## config.mk

```make
export PLATFORM = sky130hd
export DESIGN_NAME = fetch_unit
export DESIGN_NICKNAME = d
export VERILOG_FILES = /design/src/rtl/fetch_unit.sv
export SDC_FILE = /design/constraint.sdc
export NUM_CORES = 1
export LEC_CHECK = 0
export CAP_MARGIN = 20
export CORE_MARGIN = 2
export CORE_UTILIZATION = 59
export DETAILED_ROUTE_END_ITERATION = 6
export PLACE_DENSITY = 0.87
export RECOVER_POWER = 50
export SLEW_MARGIN = 20
export SYNTH_ARGS = -nofsm -noshare
export SYNTH_HDL_FRONTEND = slang
export SYNTH_SLANG_ARGS = --single-unit
```

## constraint.sdc

```tcl
create_clock -name clk -period 10.19 [get_ports clk]
set_clock_uncertainty 0.2 [all_clocks]
set_input_delay 2.5475 -clock clk [delete_from_list [all_inputs] [get_ports clk]]
set_output_delay 2.5475 -clock clk [all_outputs]
set_load 0.005 [all_outputs]
```

## src/rtl/fetch_unit.sv

```systemverilog
// rtl/fetch_unit.sv - instruction fetch stage with PC register and prefetch FIFO
// Fetches one word per cycle from a combinational ROM into a FIFO feeding decode.
module fetch_unit #(
  parameter logic [31:0] RESET_PC = 32'h0000_0000,
  parameter int          DEPTH    = 4
) (
  input  logic        clk,
  input  logic        rst,
  output logic [31:0] imem_addr,
  input  logic [31:0] imem_instr,
  input  logic        redirect_valid,
  input  logic [31:0] redirect_pc,
  output logic        if_valid,
  input  logic        if_ready,
  output logic [31:0] if_instr,
  output logic [31:0] if_pc
);

  localparam int          AW      = $clog2(DEPTH);
  localparam logic [AW:0] DEPTH_C = (AW + 1)'(DEPTH);

  logic [31:0]   fetch_pc;
  logic [31:0]   pc_mem    [DEPTH];
  logic [31:0]   instr_mem [DEPTH];
  logic [AW-1:0] rd_ptr;
  logic [AW-1:0] wr_ptr;
  logic [AW:0]   count;
  logic          pop;
  logic          push;
  logic          unused_redirect_lsbs;

  assign unused_redirect_lsbs = &{1'b0, redirect_pc[1:0]};

  // Redirect squashes both sides, so a coincident handshake is not a transfer.
  assign if_valid  = (count != '0);
  assign pop       = if_valid & if_ready & ~redirect_valid;
  assign push      = ~redirect_valid & ((count < DEPTH_C) | pop);
  assign imem_addr = fetch_pc;
  assign if_instr  = if_valid ? instr_mem[rd_ptr] : 32'h0;
  assign if_pc     = if_valid ? pc_mem[rd_ptr]    : 32'h0;

  always_ff @(posedge clk) begin
    if (push) begin
      pc_mem[wr_ptr]    <= fetch_pc;
      instr_mem[wr_ptr] <= imem_instr;
    end
  end

  always_ff @(posedge clk) begin
    if (rst) begin
      fetch_pc <= {RESET_PC[31:2], 2'b00};
      rd_ptr   <= '0;
      wr_ptr   <= '0;
      count    <= '0;
    end else if (redirect_valid) begin
      fetch_pc <= {redirect_pc[31:2], 2'b00};
      rd_ptr   <= '0;
      wr_ptr   <= '0;
      count    <= '0;
    end else begin
      if (push) begin
        wr_ptr   <= wr_ptr + AW'(1);
        fetch_pc <= fetch_pc + 32'd4;
      end
      if (pop) begin
        rd_ptr <= rd_ptr + AW'(1);
      end
      if (push && !pop) begin
        count <= count + (AW + 1)'(1);
      end else if (pop && !push) begin
        count <= count - (AW + 1)'(1);
      end
    end
  end

endmodule

```

==> results of run 1 <==
[final cells by class]
type / instances / area, um^2 / share of cell area, %
Tap cell: 265 / 331.6 / 2.272
Inverter: 20 / 75.07 / 0.5145
Multi-Input combinational cell: 340 / 3282 / 22.49
Sequential cell: 287 / 8235 / 56.44
Clock buffer: 39 / 888.4 / 6.088
Timing Repair Buffer: 161 / 1600 / 10.97
Antenna cell: 2 / 5.005 / 0.03430
Clock inverter: 13 / 173.9 / 1.192
[final timing paths]
path | from | endpoint | slack (ns) | cells after the start
setup reg to reg | imem_addr[5] | imem_addr[30] | 6.74 | 4
hold reg to reg | rd_ptr[1] | rd_ptr[1] | 0.36 | 2
hold / removal | rd_ptr[1] | rd_ptr[1] | 0.36 | 2
setup / recovery | redirect_valid | imem_addr[30] | 3.61 | 6
[power breakdown]
part / internal [W] / total [W] / switching [W]
clock: 0.000711 / 0.00114 / 0.000429
sequential: 0.00133 / 0.00136 / 0.0000343
combinational: 0.000123 / 0.000221 / 0.0000982
total: 0.00216 / 0.00272 / 0.000561
[routing by layer]
| metal | share of wire [%] | global-route usage [%] |
|---|---|---|
| met2 | 51 | 41.66 |
| met5 | 0 | 0 |
| met1 | 40 | 32.29 |
| met4 | 1.9 | 5.833 |
| met3 | 7.4 | 3.950 |
[registers in the layout (all words and copies together) (netlist names), named ones only]
register and cells:
instr_mem 128, pc_mem 120, imem_addr 30, count 3, rd_ptr 2, wr_ptr 2
[synth_stat cells, types with 2 or more instances]
cell type,count,area (um^2)
o21ai_0,7,35.03
nor4_1,4,25.02
nor2_1,30,112.6
buf_2,7,35.03
a2111oi_0,7,61.31
nand2_1,19,71.32
dfxtp_1,39,780.8
a2111oi_1,2,20.02
ha_1,6,75.07
and3_1,5,31.28
o31a_1,2,17.52
a2111oi_2,3,45.04
buf_4,5,37.54
or3_1,6,37.54
nand3_2,2,20.02
nor2b_1,7,43.79
a2111oi_4,2,55.05
o2111ai_1,2,17.52
buf_1,3,11.26
a311o_1,2,20.02
mux2i_1,3,30.03
or2_2,2,12.51
or4_1,3,22.52
mux4_2,62,1396
a221oi_1,4,35.03
nor3_1,7,35.03
inv_1,20,75.07
a311oi_1,9,78.83
nand4_1,5,31.28
xnor2_1,6,52.55
nand3_1,9,45.04
a211oi_1,10,75.07
xor2_1,5,43.79
a21oi_1,8,40.04
o211ai_1,3,22.52
o31ai_1,4,30.03
edfxtp_1,248,7447
clkbuf_1,27,101.4
a211o_1,2,17.52
and2_1,67,419.2
buf_6,2,22.52
and4_1,10,87.58
[logic make-up after synthesis]
family	count (synthesis)	synth area share [%]
AO/OA/AOI/OAI	70	5.071
adder cells (fa/ha/maj)	7	0.8062
XOR/XNOR	11	0.8168
flip-flops	287	69.76
AND/OR/NAND/NOR	183	9.027
buffers and inverters	64	2.397
other	1	0.03179
multiplexers	65	12.09
[worst reg2reg max path, cell delays in order (launching register included)]
cell and delay, ns:
dfxtp_1 0.54, nand4_1 0.31, a2111oi_0 1.46, a2111oi_0 0.36
or3_1 0.46
[stage by stage]
step                area (um^2)  cells  worst slack (ns)  utilization [%]  hold WS (ns)
floorplan                 11810    691             4.936                -        0.2847
CTS                       14620   1125             4.093            74.87        0.3599
finish                    14590   1127             3.606            74.73        0.3594
global placement          13550   1073             4.704            69.41        0.3028
detailed placement        13560   1073             4.680            69.43        0.3205
global route              14590   1125             3.265            74.70        0.3776
==> flow_summary.json, run 1 <==
{
  "status": "finished with violations",
  "violations": "max-capacitance violations, max-slew violations",
  "tritoncts": "built",
  "syn_to_final_growth_pct": 23.71,
  "mostFrequentLayoutCells": "248 x edfxtp_1, 95 x clkdlybuf4s50_1, 63 x and2_1, 63 x dlygate4sd3_1, 62 x mux4_2",
  "clock-sinks": 287,
  "yosysUniqueCellTypes": 54,
  "grt_pass1_wl_um": 39890,
  "ant_nets": 0,
  "path_class": "input port to register",
  "antenna_found_initial": 0,
  "synth.cell_area_um2": 11800,
  "synth_seq_cells": 287,
  "worstPathArrival_ns": 6.79,
  "path_cells": "dlygate4sd3_1 -> clkbuf_1 -> nand2b_1 -> a2111oi_0 -> a2111oi_0 -> or3_1",
  "clk_path_buf_depth": 3,
  "routed_wl_um": 25060,
  "syn_area_per_cell_um2": 17.14,
  "yosysWarnings": 0,
  "drt_iter0_markers": 501,
  "layout_commonest_cell": "edfxtp_1",
  "routed_via_density": 6.142,
  "nFillCells": 1149,
  "numCtsBuffers": 28,
  "period_needed_ns": 6.584,
  "grt_use_total_pct": 24.00,
  "crit_path_max_fanout": 47,
  "yosysSeqAreaShare_pct": 69.76,
  "setup_viol": 0,
  "p_total_w": 0.002722,
  "cp_slowest_cell": "a2111oi_0",
  "synth-edff-count": 248,
  "cp_common_cell": "a2111oi_0",
  "hold_viol_final": 0,
  "place.port_buffers": 158,
  "hpwl_um": 14440,
  "drive_above_1_share_pct": 15.23,
  "drc": 0,
  "htree_levels": 1,
  "dr.pass1.iters": 5,
  "postCtsHoldBufs": 0,
  "max_stage_delay_ns": 1.50,
  "gp_routability_congestion": 0.8459,
  "placementRows": 51,
  "vias": 6922,
  "clockRootBuffer": "clkbuf_16",
  "vdd_drop_max_v": 0.0001154,
  "fp.dieH_um": 145.4,
  "min_period_over_period_pct": 64.62,
  "path_buf_inv": 2,
  "grt_pass1_vias": 7221,
  "slew_viol_final": 55,
  "crit_required_ns": 10.40,
  "start_kind": "input port",
  "start_util_pct": 60.41,
  "power_leakage_nw": 4.807,
  "fmax_mhz": 151.9,
  "hold_path_class": "register to register",
  "fp.dieArea_um2": 21140,
  "ys.flop_type": "edfxtp_1",
  "die_x_um": 145.4,
  "cap_violations": 2,
  "power_density_nw_per_um2": 186.5,
  "grt_start_max_net_pins": 66,
  "grt_setup_unrepaired": "no",
  "async_reset_ff_share_pct": 0,
  "grt_remaining_overflow": 0,
  "core_um2": 19530,
  "endpoint_kind": "register",
  "setup_tns_ns": 0,
  "crit_family": "compound AO/OA/AOI/OAI gates",
  "synthCells": 688,
  "clk-insertion-delay-late_ns": 0.53,
  "tightest_slew_ns": 2.095,
  "cts.reportedPaths.clkPinSlew_ns": 0.06,
  "drt-wirelength-per-cell_um": 22.23,
  "ctsResizeCount": 0,
  "nNetsFinal": 913,
  "relSlewSlack_pct": -39.68,
  "pin_count": 165,
  "postCtsSetupBuffers": 0
}
Power figures use the tool's default switching activity.
==> inputs of run 2 (changes only) <==
- CORE_UTILIZATION: 59 -> 55
- PLACE_DENSITY: 0.87 -> 0.82
- clock period: 10.19 -> 6.57 ns (I/O delays scaled with it)
==> flow_summary.json, run 2 (synthesized netlist as in run 1, its figures left out) <==
{
  "crit_path_max_fanout": 13,
  "largest_reg_flops": 128,
  "setup_tns_ns": 0,
  "antenna_found_initial": 1,
  "period_needed_ns": 5.444,
  "tightest_slew_ns": 3.256,
  "hold_path_class": "register to register",
  "fp.dieArea_um2": 22630,
  "cap_violations": 3,
  "power_density_nw_per_um2": 282.2,
  "violations": "max-capacitance violations, max-slew violations",
  "die_x_um": 150.4,
  "path_cells": "dlygate4sd3_1 -> nand2b_1 -> a2111oi_1 -> a311oi_1 -> a2111oi_2",
  "status": "finished with violations",
  "htree_levels": 1,
  "slew_viol_final": 84,
  "drt_iter0_markers": 471,
  "met2_usage_pct": 36.95,
  "cp_slowest_cell": "a2111oi_1",
  "vdd_drop_max_v": 0.0001666,
  "grt_pass1_wl_um": 37560,
  "hpwl_um": 14380,
  "top_register": "instr_mem",
  "clk_path_buf_depth": 3,
  "grt_pass1_vias": 6862,
  "path_class": "input port to register",
  "place_inst": 1084,
  "min_period_over_period_pct": 82.86,
  "routed_via_density": 5.976,
  "grt_use_total_pct": 21.76,
  "drc": 0,
  "place.port_buffers": 158,
  "syn_to_final_growth_pct": 22.81,
  "fp.dieH_um": 150.4,
  "ant_nets": 0,
  "postCtsSetupBuffers": 0,
  "numCtsBuffers": 28,
  "pin_count": 165,
  "clk-insertion-delay-late_ns": 0.54,
  "layout_commonest_cell": "edfxtp_1",
  "nNetsFinal": 914,
  "routed_wl_um": 24590,
  "max_stage_delay_ns": 2.02,
  "grt_remaining_overflow": 0,
  "met1_usage_pct": 29.33,
  "start_kind": "input port",
  "drive_above_1_share_pct": 13.97,
  "power_leakage_nw": 4.749,
  "cts.reportedPaths.clkPinSlew_ns": 0.06,
  "vias": 6783,
  "start_util_pct": 56.11,
  "use_met3_pct": 4.212,
  "fmax_mhz": 183.7,
  "gp_routability_congestion": 0.8607,
  "fin_cells": 1135,
  "worstPathArrival_ns": 5.65,
  "tritoncts": "built",
  "postCtsHoldBufs": 0,
  "mostFrequentLayoutCells": "248 x edfxtp_1, 95 x clkdlybuf4s50_1, 64 x and2_1, 63 x dlygate4sd3_1, 62 x mux4_2",
  "grt_start_max_net_pins": 66,
  "endpoint_kind": "register",
  "grt_setup_unrepaired": "no",
  "dr.pass1.iters": 6,
  "relSlewSlack_pct": -117.1,
  "hold_slack_ns": 0.3341,
  "core_um2": 21020,
  "crit_required_ns": 6.77,
  "setup_viol": 0,
  "clock-sinks": 287,
  "gr-max-usage-layer": "met2",
  "placementRows": 53,
  "ctsResizeCount": 0,
  "drt-wirelength-per-cell_um": 21.66,
  "hold_viol_final": 0,
  "clockRootBuffer": "clkbuf_16"
}
## run 2: area by class of cell
type | count | area [um^2]
Timing Repair Buffer | 162 | 1624
Clock buffer | 35 | 748.2
Multi-Input combinational cell | 340 | 3262
Inverter | 20 | 75.07
Clock inverter | 15 | 193.9
Fill cell | 1357 | 6536
Sequential cell | 287 | 8235
Antenna cell | 1 | 2.502
Tap cell | 275 | 344.1
## run 2: power by group
group          internal (W)  leakage [nW]  switching (W)
clock network      0.000996         0.463       0.000639
registers           0.00206          2.62      0.0000522
logic              0.000191          1.66       0.000151
total               0.00325          4.75       0.000842
## run 2: stage by stage
stage | area, um^2 | util, % | setup slack [ns] | power (W)
4_1_cts | 14530 | 69.11 | 1.521 | 0.004124
3_5_place_dp | 13590 | 64.63 | 2.103 | 0.002502
6_report | 14490 | 68.91 | 1.126 | 0.004087
2_1_floorplan | 11810 | - | 2.221 | 0.002293
5_1_grt | 14480 | 68.89 | 0.9255 | 0.004215
3_3_place_gp | 13570 | 64.53 | 2.019 | 0.002483
## run 2: path summary, 6_finish.rpt
kind | from | to | slack, ns | depth (start not counted)
worst min-delay path | rd_ptr[0] | register | 0.33 | 2
worst max register to register | count[2] | instr_mem[1][5] | 2.41 | 3
worst min register to register | rd_ptr[0] | register | 0.33 | 2
worst max-delay path | redirect_valid | imem_addr[21] | 1.13 | 5
## run 2: critical path, delay by kind of cell
family	cells	cell delay, ns
AO/OA/AOI/OAI	3	2.86
AND/OR/NAND/NOR	1	0.38
buffers and inverters	1	0.75
## run 2: routing by layer
layer	wire length (um)	vias to the layer above	share of wire, %
li1	-	3024	-
met3	1861	40	7.6
met5	11	-	0.045
met1	9895	3425	40
met2	12410	292	50
met4	411	2	1.7
==> inputs of run 3 (changes only) <==
- clock period: 6.57 -> 5.7 ns (I/O delays scaled with it)
==> flow_summary.json, run 3 (synthesized netlist as in run 1, its figures left out) <==
{
  "status": "finished with violations",
  "violations": "max-capacitance violations, max-slew violations",
  "top_register": "instr_mem",
  "period_needed_ns": 4.742,
  "min_period_over_period_pct": 83.19,
  "hpwl_um": 14240,
  "dr.pass1.iters": 5,
  "drt-wirelength-per-cell_um": 21.26,
  "min_path_cells": 2,
  "grt_remaining_overflow": 0,
  "power_leakage_nw": 4.727,
  "worstReg2RegStart": "imem_addr[4]",
  "die_x_um": 150.4,
  "placementRows": 53,
  "tritoncts": "built",
  "grt_start_max_net_pins": 66,
  "grt_pass1_vias": 7096,
  "antenna_found_initial": 3,
  "place.port_buffers": 158,
  "vias": 6868,
  "start_kind": "input port",
  "path_class": "input port to register",
  "power_density_nw_per_um2": 321.6,
  "htree_levels": 1,
  "clockRootBuffer": "clkbuf_16",
  "drive_above_1_share_pct": 15.00,
  "numCtsBuffers": 28,
  "grt_use_total_pct": 21.35,
  "routed_via_density": 6.046,
  "nFillCells": 1337,
  "tightest_slew_ns": 1.888,
  "use_met3_pct": 3.727,
  "routed_wl_um": 24160,
  "ctsResizeCount": 0,
  "relSlewSlack_pct": -29.14,
  "rrSetupSlack_ns": 2.17,
  "final_util_pct": 68.94,
  "postCtsHoldBufs": 0,
  "grt_setup_unrepaired": "no",
  "postCtsSetupBuffers": 0,
  "cap_violations": 1,
  "worstPathArrival_ns": 4.95,
  "postPlaceCellArea_um2": 13580,
  "grt_pass1_wl_um": 37240,
  "hold_slack_ns": 0.3654,
  "vdd_drop_max_v": 0.0002129,
  "setup_viol": 0,
  "met2_usage_pct": 36.07,
  "nNetsFinal": 913,
  "ant_nets": 0,
  "clk-insertion-delay-late_ns": 0.53,
  "layout_commonest_cell": "edfxtp_1",
  "crit_path_max_fanout": 10,
  "fp.dieArea_um2": 22630,
  "start_util_pct": 56.11,
  "cts.reportedPaths.clkPinSlew_ns": 0.06,
  "r2r_cells": 4,
  "fmax_mhz": 210.9,
  "hold_path_end": "count[1]",
  "hold_viol_final": 0,
  "slew_viol_final": 7,
  "finalInstanceArea_um2": 14490,
  "largest_reg_flops": 128,
  "pin_count": 165,
  "clk_path_buf_depth": 3,
  "setup_tns_ns": 0,
  "core_um2": 21020,
  "gp_routability_congestion": 0.8510,
  "syn_to_final_growth_pct": 22.86,
  "drc": 0,
  "clock-sinks": 287,
  "drt_iter0_markers": 434,
  "crit_required_ns": 5.91,
  "met1_usage_pct": 29.16,
  "hold_path_class": "register to register",
  "fp.dieH_um": 150.4,
  "hp-start": "count[1]",
  "gr-max-usage-layer": "met2",
  "mostFrequentLayoutCells": "248 x edfxtp_1, 95 x clkdlybuf4s50_1, 63 x and2_1, 63 x dlygate4sd3_1, 62 x mux4_2",
  "rr_endpoint": "imem_addr[30]",
  "endpoint_kind": "register"
}
## run 3: changes by cell type in the layout (fill, tap and decap cells not counted), sizes merged
| cell | delta |
|---|---|
| clkbuf | -4 |
| buf | -1 |
| bufinv | -2 |
| inv | +2 |
| clkinvlp | +6 |
## run 3: worst max path at each step
| stage | cells after the start | slack (ns) | startpoint | end |
|---|---|---|---|---|
| 4_1_cts | 3 | 0.99 | count[2] | if_pc[6] |
| 3_5_place_dp | 9 | 1.50 | if_ready | count[2] |
| 6_report | 5 | 0.96 | redirect_valid | imem_addr[30] |
| 5_1_grt | 4 | 0.96 | register | if_pc[6] |
| 3_3_place_gp | 3 | 1.62 | count[2] | if_pc[13] |
| 2_1_floorplan | 4 | 1.57 | redirect_valid | instr_mem[0][0] |
## run 3: cell type report
type                    instances  area, um^2  share of cell area (%)
flip-flops and latches        287        8235                   56.83
multi-input cells             340        3282                   22.65
repair buffers                161        1617                   11.16
clock buffers                  31       733.2                   5.060
well taps                     275       344.1                   2.374
clock inverters                21       202.7                   1.399
inverters                      20       75.07                  0.5180
diodes                          1       2.502                 0.01727
## run 3: where the power goes
| group | internal, W | switching, W | total, W |
|---|---|---|---|
| combinational | 0.000220 | 0.000172 | 0.000392 |
| clock | 0.00107 | 0.000766 | 0.00184 |
| sequential | 0.00237 | 0.0000619 | 0.00243 |
| total | 0.00366 | 0.00100 | 0.00466 |
## run 3: routing by layer
layer,part of all wire (%),vias up
met5,0.033,-
met4,1.4,2
met3,8.6,48
met2,50,352
met1,40,3449
li1,-,3017
## run 3: stage by stage
| stage | setup slack (ns) | std cells | total power (W) |
|---|---|---|---|
| final | 0.9579 | 1136 | 0.004661 |
| after global routing | 0.9596 | 1135 | 0.004810 |
| after CTS | 0.9859 | 1135 | 0.004707 |
| after detailed placement | 1.505 | 1083 | 0.002883 |
| after global placement | 1.619 | 1083 | 0.002863 |
| after floorplan | 1.568 | 691 | 0.002643 |
## run 3: critical path, stage by stage
cell and delay (ns):
dlygate4sd3_1 0.72, nand2b_1 0.40, a2111oi_0 1.63, a2111oi_0 0.32, or3_1 0.44
